[src/rtl/cpu_pkg.sv]
// Shared definitions for the CPU-side control blocks: word width, pipeline depth and
// the PC sequencer state set.
package cpu_pkg;

    localparam int WORD_W     = 32;
    localparam int PIPE_DEPTH = 5;

    typedef enum logic [2:0] {
        IDLE  = 3'd0,
        RUN   = 3'd1,
        DRAIN = 3'd2,
        DONE  = 3'd3,
        ERROR = 3'd4
    } seq_state_t;

endpackage

[src/rtl/sat_counter.sv]
// Up-counter that sticks at all-ones instead of wrapping; clr has priority over inc.
module sat_counter #(
    parameter int W = 32
) (
    input  logic         clk,
    input  logic         rst,
    input  logic         clr,
    input  logic         inc,
    output logic [W-1:0] count
);

    always_ff @(posedge clk or posedge rst) begin
        if (rst) begin
            count <= '0;
        end else if (clr) begin
            count <= '0;
        end else if (inc && (count != '1)) begin
            count <= count + 1'b1;
        end
    end

endmodule

[src/rtl/pc_sequencer.sv]
// Fetch-address sequencer above the pipelined core: PC register, stall watchdog,
// end-of-program drain and performance counters.
//
//  state | meaning
//  IDLE  | after reset, pc parked at RESET_PC, waiting for start
//  RUN   | fetching; pc follows next_addr whenever pc_write=1
//  DRAIN | last fetch issued, waiting DRAIN_CYCLES clocks for the pipe to empty
//  DONE  | program finished, counters frozen, start re-runs
//  ERROR | watchdog or misaligned next_addr, sticky until start or rst
module pc_sequencer
    import cpu_pkg::*;
#(
    parameter logic [WORD_W-1:0] RESET_PC     = 32'h0000_0000,
    parameter logic [WORD_W-1:0] END_PC       = 32'h0000_0100,
    parameter int                DRAIN_CYCLES = PIPE_DEPTH - 1,
    parameter int                STALL_LIMIT  = 8,
    parameter int                CNT_W        = 32
) (
    input  logic              clk,
    input  logic              rst,
    input  logic              start,
    input  logic [WORD_W-1:0] next_addr,
    input  logic              pc_write,
    output logic [WORD_W-1:0] pc,
    output logic              busy,
    output logic              done,
    output logic              error,
    output logic [CNT_W-1:0]  cycle_cnt,
    output logic [CNT_W-1:0]  stall_cnt,
    output logic [CNT_W-1:0]  fetch_cnt
);

    localparam logic [2:0] ST_IDLE  = IDLE;
    localparam logic [2:0] ST_RUN   = RUN;
    localparam logic [2:0] ST_DRAIN = DRAIN;
    localparam logic [2:0] ST_DONE  = DONE;
    localparam logic [2:0] ST_ERROR = ERROR;

    localparam int                DRAIN_W    = $clog2(DRAIN_CYCLES) + 1;
    localparam logic [DRAIN_W-1:0] DRAIN_LOAD = DRAIN_W'(DRAIN_CYCLES - 1);
    localparam int                STALL_W    = $clog2(STALL_LIMIT) + 1;
    localparam logic [STALL_W-1:0] STALL_LAST = STALL_W'(STALL_LIMIT - 1);

    logic [2:0]         state;
    logic [DRAIN_W-1:0] drain_tmr;
    logic [STALL_W-1:0] stall_run;

    logic in_run;
    logic in_drain;
    logic launch;
    logic misaligned;
    logic advance;
    logic stalled;

    assign in_run     = (state == ST_RUN);
    assign in_drain   = (state == ST_DRAIN);
    assign launch     = start && ((state == ST_IDLE) || (state == ST_DONE) || (state == ST_ERROR));
    assign misaligned = (next_addr[1:0] != 2'b00);
    assign advance    = in_run && pc_write && !misaligned;
    assign stalled    = in_run && !pc_write;

    assign busy  = in_run || in_drain;
    assign done  = (state == ST_DONE);
    assign error = (state == ST_ERROR);

    always_ff @(posedge clk or posedge rst) begin
        if (rst) begin
            state     <= ST_IDLE;
            pc        <= RESET_PC;
            drain_tmr <= '0;
            stall_run <= '0;
        end else begin
            case (state)
                ST_IDLE, ST_DONE, ST_ERROR: begin
                    if (start) begin
                        pc        <= RESET_PC;
                        stall_run <= '0;
                        drain_tmr <= DRAIN_LOAD;
                        // An empty program has nothing to fetch and goes straight to drain.
                        state     <= (END_PC == RESET_PC) ? ST_DRAIN : ST_RUN;
                    end
                end
                ST_RUN: begin
                    if (pc_write) begin
                        if (misaligned) begin
                            state <= ST_ERROR;
                        end else begin
                            pc        <= next_addr;
                            stall_run <= '0;
                            if (next_addr == END_PC) begin
                                drain_tmr <= DRAIN_LOAD;
                                state     <= ST_DRAIN;
                            end
                        end
                    end else begin
                        stall_run <= stall_run + 1'b1;
                        if (stall_run == STALL_LAST) begin
                            state <= ST_ERROR;
                        end
                    end
                end
                ST_DRAIN: begin
                    if (drain_tmr == '0) begin
                        state <= ST_DONE;
                    end else begin
                        drain_tmr <= drain_tmr - 1'b1;
                    end
                end
                default: state <= ST_IDLE;
            endcase
        end
    end

    sat_counter #(.W(CNT_W)) u_cycle_cnt (
        .clk   (clk),
        .rst   (rst),
        .clr   (launch),
        .inc   (in_run || in_drain),
        .count (cycle_cnt)
    );

    sat_counter #(.W(CNT_W)) u_stall_cnt (
        .clk   (clk),
        .rst   (rst),
        .clr   (launch),
        .inc   (stalled),
        .count (stall_cnt)
    );

    sat_counter #(.W(CNT_W)) u_fetch_cnt (
        .clk   (clk),
        .rst   (rst),
        .clr   (launch),
        .inc   (advance),
        .count (fetch_cnt)
    );

endmodule

[config.mk]
export PLATFORM = sky130hd
export DESIGN_NAME = pc_sequencer
export DESIGN_NICKNAME = d
export VERILOG_FILES = /design/src/rtl/cpu_pkg.sv /design/src/rtl/sat_counter.sv /design/src/rtl/pc_sequencer.sv
export SDC_FILE = /design/constraint.sdc
export NUM_CORES = 1
export LEC_CHECK = 0
export BUFFER_PORTS_ARGS = -buffer_cell sky130_fd_sc_hd__buf_2
export CORE_MARGIN = 1.5
export CORE_UTILIZATION = 45
export CTS_BUF_LIST = sky130_fd_sc_hd__clkbuf_4 sky130_fd_sc_hd__clkbuf_8
export CTS_CLUSTER_DIAMETER = 150
export DETAILED_ROUTE_END_ITERATION = 10
export GPL_TIMING_DRIVEN = 0
export HOLD_SLACK_MARGIN = 0.15
export PLACE_DENSITY = 0.77
export SLEW_MARGIN = 15
export SYNTH_ARGS = -nofsm -noshare
export SYNTH_HDL_FRONTEND = slang
export SYNTH_SLANG_ARGS = --single-unit
[constraint.sdc]
create_clock -name clk -period 8.2 [get_ports clk]
set_input_delay 0.82 -clock clk [delete_from_list [all_inputs] [get_ports clk]]
set_output_delay 0.82 -clock clk [all_outputs]
set_load 0.005 [all_outputs]
# ---- After elaboration in Yosys (flattened, before gate mapping)
# Index checks and enable logic that the tools add are counted.
dict set report word_totals {
  register_bits 138
  input_bits 36
  output_inout_bits 131
  word_cells 82
}
dict set report classes {
  addsub 5
  n_eq_ne 18
  muxes 27
  n_reduce_logical 25
}
# cell n
set op_table {}
lappend op_table {{$mux W32} 9}
lappend op_table {{$add A32 B1 Y32 const B} 3}
lappend op_table {{$ne A32 B32 Y1 const B} 3}
lappend op_table {{$pmux W32 S2} 1}
lappend op_table {{$mux W3} 11}
lappend op_table {{$eq A32 B9 Y1 const B} 1}
lappend op_table {{$pmux W3 S3} 2}
lappend op_table {{$mux W4} 3}
lappend op_table {{$reduce_bool A2 Y1} 5}
lappend op_table {{$ne A2 B2 Y1 const B} 4}
lappend op_table {{$pmux W4 S2} 1}
lappend op_table {{$reduce_and A4 Y1} 2}
lappend op_table {{$logic_and A1 B1 Y1} 7}
lappend op_table {{$eq A3 B2 Y1 const B} 2}
lappend op_table {{$logic_not A3 Y1} 2}
lappend op_table {{$reduce_and A6 Y1} 1}
lappend op_table {{$add A4 B1 Y4 const B} 1}
lappend op_table {{$eq A4 B3 Y1 const B} 1}
lappend op_table {{$ne A2 B1 Y1 const B} 2}
lappend op_table {{$ne A4 B2 Y1 const B} 1}
lappend op_table {{$eq A3 B1 Y1 const B} 1}
lappend op_table {{$eq A3 B3 Y1 const B} 1}
lappend op_table {{$logic_or A1 B1 Y1} 3}
lappend op_table {{$ne A3 B2 Y1 const B} 1}
lappend op_table {{other kinds (6)} 7}

# ---- Logic depth before layout (Yosys ltp)
dict set report depth {
  word_depth 6
  depth_mapped 8
}

# ---- Cells and area by module
# A second synthesis with hierarchy kept.
dict set report unflattened {
  cells_unflattened 803
  area_unflattened_um2 7557.2
}
# module instances cells_per_inst area_each_um2
set by_module_without_submodules {}
lappend by_module_without_submodules {{sat_counter at u_fetch_cnt ...} 2 186 1740.4}
lappend by_module_without_submodules {pc_sequencer 1 236 2249.7}
lappend by_module_without_submodules {{sat_counter at u_cycle_cnt} 1 195 1826.8}

# ---- Worst setup path before layout
# No wires, ideal clock.
dict set report synth_timing {
  path_kind {input to register}
  from {in pc_write}
  to {reg u_stall_cnt.count[23]}
  setup_ps 78
  t_arrival_ps 2875
  setup_slack_ps 5247
  stages 6
  cell_sequence {or4b_4 > or4_1 > buf_2 > or4_1 > or3_1 > a21oi_1}
}
dict set report synth_between {
  elab_chain_len 4
}
# item line_no
set synth_rtl {}
lappend synth_rtl {{from (decl)} pc_sequencer.sv:23} ;# input logic pc_write,
lappend synth_rtl {{$logic_not A1 Y1} pc_sequencer.sv:60} ;# assign stalled = in_run && !pc_write;
lappend synth_rtl {{$logic_and A1 B1 Y1} pc_sequencer.sv:60}
lappend synth_rtl {{$logic_and A1 B1 Y1} sat_counter.sv:17} ;# end else if (inc && (count != '1)) begin
lappend synth_rtl {{$reduce_bool A2 Y1 (no source line)} --}
lappend synth_rtl {{to (signal assigned)} sat_counter.sv:18} ;# count <= count + 1'b1;
lappend synth_rtl {{to (decl)} sat_counter.sv:9} ;# output logic [W-1:0] count
# Every way passes these cells.
# A chain may end at the register's enable or synchronous reset.

# ---- Worst setup path after layout
dict set report layout_timing {
  from {reg state[0]}
  to {reg u_fetch_cnt.count[10]}
}
dict set report layout_between {
  elab_chain_len 5
  word_cells_on_any_way 12
  cone_classes {eq/ne: 3; mux: 1; reduce/logical: 8}
}
# item line_no
set layout_rtl {}
lappend layout_rtl {{from (decl)} pc_sequencer.sv:44} ;# logic [2:0] state;
lappend layout_rtl {{from (signal assigned)} pc_sequencer.sv:80} ;# state <= (END_PC == RESET_PC) ? ST_DRAIN : ST_RUN;
lappend layout_rtl {{$eq A3 B2 Y1, or another cell as far along} pc_sequencer.sv:57} ;# assign launch = start && ((state == ST_IDLE) || (state == ST_DONE) || (state == ST_ERROR));
lappend layout_rtl {{$logic_or A1 B1 Y1 or $logic_and A1 B1 Y1 (tied branches) (2 in series)} {pc_sequencer.sv:57, pc_sequencer.sv:59}}
lappend layout_rtl {{$logic_and A1 B1 Y1, on equally long branches} {pc_sequencer.sv:57, sat_counter.sv:17}}
lappend layout_rtl {{$mux W32 or $reduce_bool A2 Y1 (tied branches)} --}
lappend layout_rtl {{to (signal assigned)} sat_counter.sv:18}
lappend layout_rtl {{to (decl)} sat_counter.sv:9}
# Several ways; a longest one is shown, not always the timed one.

==> impl_metrics.toml <==
[outcome]
status = "finished clean"

[cells_and_area]
area_growth_pct = 22.7
antenna_cells = 0
final-instance-count-excl-fill = 1201
finalNetCount = 1020
layout_commonest_cell = "sky130_fd_sc_hd__buf_2"
stdcell_area_um2 = 8730
drive_above_1_share_pct = 21.8
most-common-layout-cells = "sky130_fd_sc_hd__buf_2, sky130_fd_sc_hd__dfrtp_1, sky130_fd_sc_hd__nand2_1, sky130_fd_sc_hd__o21ai_0, sky130_fd_sc_hd__nor2_1"

[setup_path]
worst_r2r_path_depth = 6
crit_chain = "clkbuf_1, nor3b_1, nand4_1, a211oi_1, a31oi_1, a41o_1"
cp_peak_stage_delay_ns = 0.86
timing.critical_path.to_type = "flip-flop"
startpoint_type = "flip-flop"
worst_endpoint_required_time_ns = 8.54
timing.critical_path.depth = 6
arrival_ns = 3.38
setup.worst_path.class = "flip-flop to flip-flop"
crit_slowest_cell = "sky130_fd_sc_hd__nor3b_1"
worstPathMaxFanout = 10
critical-path-top-delay-family = "simple AND/OR/NAND/NOR gates"
number_of_buffers_and_inverters_on_the_critical_path = 1

[timing]
rsz0062_at_grt = "no"
min_period_ns = 3.05
setup-violations-final = 0
final.setup_skew_ns = 0.0105
final_hold_viol_count = 0
timing.hold.ws_ns = 0.373
worst_slew_margin_rel_pct = 32.8
tightest_slew_ns = 0.999
drv_slew = 0
crit_share_post_route_pct = 37.2
final.setup.worst_slack_ns = 5.15
setup_tns_ns = 0
achievable-frequency_mhz = 328

[detailed_routing]
routed-via-count = 6932
drt-total-wl_mm = 19.7
drc = 0
drt_pre_antenna_iters = 6
avgViaCountPerCell = 5.77
drt_first_iter_violations = 610
routedWlPerCell_um = 16.4
ant_nets = 0

[placed_design]
placedCellCount = 1170
hpwl_mm = 14.0
count_of_input_and_output_buffers = 166
place_worst_setup_slack_ns = 4.97
postPlaceCellArea_um2 = 8250
place.gp.congestion = 0.847

[floorplanning]
die-area_um2 = 16600
start_util_pct = 46.5
chipWidth_um = 129
io_pins = 167
die_h_um = 129
fp-row-count = 45
core_um2 = 15300

[hold_path]
worst_hold_path_type = "input port to asynchronous set/reset pin"

[logic_synthesis]
syn-cell-area_um2 = 7120
synth_top_area_cell = "sky130_fd_sc_hd__dfrtp_1"
synth_sequential_area_ratio_pct = 48.5
synth_cell_type_count = 52
post_synth_edffs = 0
ys_async_sr_fraction_pct = 100
yosys_most_used_dff = "sky130_fd_sc_hd__dfrtp_1"
synth.net_count = 834
ys.warnings.count = 0
yosysTopAreaCellShare_pct = 48.5
avgSynthCellArea_um2 = 8.99
yosys-top-cells-area = "sky130_fd_sc_hd__dfrtp_1, sky130_fd_sc_hd__nand2_1, sky130_fd_sc_hd__o21ai_0"
synthesis.instances = 792
register_bit_total_from_synthesis = 138

[global_routing]
antenna_found_initial = 0
grt_first_pass_wirelength_mm = 31.9
groute.usage.overall_pct = 24.2
grt_overflow = 0
first_global_vias = 6286
maximum_number_of_pins_on_one_net_before_global_route_repair = 78

[cts]
max-clock-path-buffers = 2
cts.hold.buffers_added = 0
cts_sinks = 138
cts_repair_resize_count = 0
clock_insertion_delay_worst_skew_ns = 0.45
post_cts_buffers = 0
cts.clk_slew.worst_paths_ns = 0.08
cts_tree = "yes"
cts-root-buf = "sky130_fd_sc_hd__clkbuf_8"
cts_inserted_buffers = 17
cts.htree.levels = 4

[flow_run]
cap_violations = 0

[pwr]
power-per-cell-area_nw_per_um2 = 233
power.static_leakage_nw = 3.96
ir_worst_vdd_mv = 0.192
## cells in the mapped netlist (all sizes together), types with 6 or more instances
cell and instances:
nand4 32, dfrtp 138, ha 6, o21ai 70, nand2 109, o311ai 7, a31oi 12, nor4 18
a21oi 54, nand3 38, or3 31, nor2 56, and3 9, or4 22, inv 20, clkbuf 30
nor3 16, o31ai 18, o41ai 8, a211oi 6, and4 6, xnor2 21, mux2i 6, or2 6
## stage by stage
step	utilization (%)	power (mW)
6_report	57.0	2.04
5_1_grt	57.0	2.15
4_1_cts	57.0	2.05
3_5_place_dp	53.9	1.37
3_3_place_gp	53.6	1.36
2_1_floorplan	-	1.14
## cell families (layout without fill, tap and decap cells)
| logic type | Yosys count | count (layout) | synth area share [%] |
|---|---|---|---|
| AO/OA/AOI/OAI | 201 | 201 | 17.4 |
| XOR/XNOR | 26 | 26 | 3.20 |
| adder cells (fa/ha/maj) | 6 | 6 | 1.05 |
| buffers and inverters | 55 | 253 | 2.94 |
| flip-flops | 138 | 138 | 48.5 |
| multiplexers | 6 | 6 | 0.844 |
| AND/OR/NAND/NOR | 360 | 360 | 26.1 |
## path summary, 6_finish.rpt
check | slack (ns) | start | endpoint
worst max-delay path | 5.15 | state[0]$_DFFE_PP0P_ | u_fetch_cnt.count[10]$_DFFE_PP0P_
worst min-delay path | 0.37 | rst | u_cycle_cnt.count[18]$_DFFE_PP0P_
worst max register to register | 5.15 | state[0]$_DFFE_PP0P_ | u_fetch_cnt.count[10]$_DFFE_PP0P_
worst min register to register | 0.48 | pc[27]$_DFFE_PP0P_ | pc[27]$_DFFE_PP0P_
max in group asynchronous | 7.07 | rst | u_fetch_cnt.count[9]$_DFFE_PP0P_
min in group clk | 0.48 | pc[27]$_DFFE_PP0P_ | pc[27]$_DFFE_PP0P_
## layer usage
layer / global-route usage (%) / wire [um] / vias to the layer above
met5: 0 / 0 / -
met4: 8.79 / 380 / 0
met3: 5.36 / 1340 / 36
met2: 37.8 / 9010 / 262
met1: 33.2 / 8930 / 3306
li1: - / - / 3328
## power by group
group | switching, mW | internal (mW) | total (mW)
sequential | 0.0702 | 0.780 | 0.851
clock | 0.268 | 0.411 | 0.679
combinational | 0.330 | 0.178 | 0.508
total | 0.668 | 1.37 | 2.04
## sequential cells by signal, summed over array words and instances (netlist names)
signal,cells
drain_tmr,3
pc,32
stall_run,4
state,3
u_cycle_cnt.count,32
u_fetch_cnt.count,32
u_stall_cnt.count,32
## area by class of cell
class | count | area [um2]
Fill cell | 1374 | 6580
Multi-Input combinational cell | 599 | 3460
Sequential cell | 138 | 3450
Timing Repair Buffer | 167 | 858
Clock buffer | 20 | 269
Tap cell | 211 | 264
Clock inverter | 11 | 218
Buffer | 35 | 134
Inverter | 20 | 82.6
## worst reg2reg max path, stage by stage, from the launching register on
cell and delay, ns:
sky130_fd_sc_hd__dfrtp_1 0.39, sky130_fd_sc_hd__clkbuf_1 0.30, sky130_fd_sc_hd__nor3b_1 0.86, sky130_fd_sc_hd__nand4_1 0.43
sky130_fd_sc_hd__a211oi_1 0.59, sky130_fd_sc_hd__a31oi_1 0.15, sky130_fd_sc_hd__a41o_1 0.22
(Power assumes the default switching activity.)
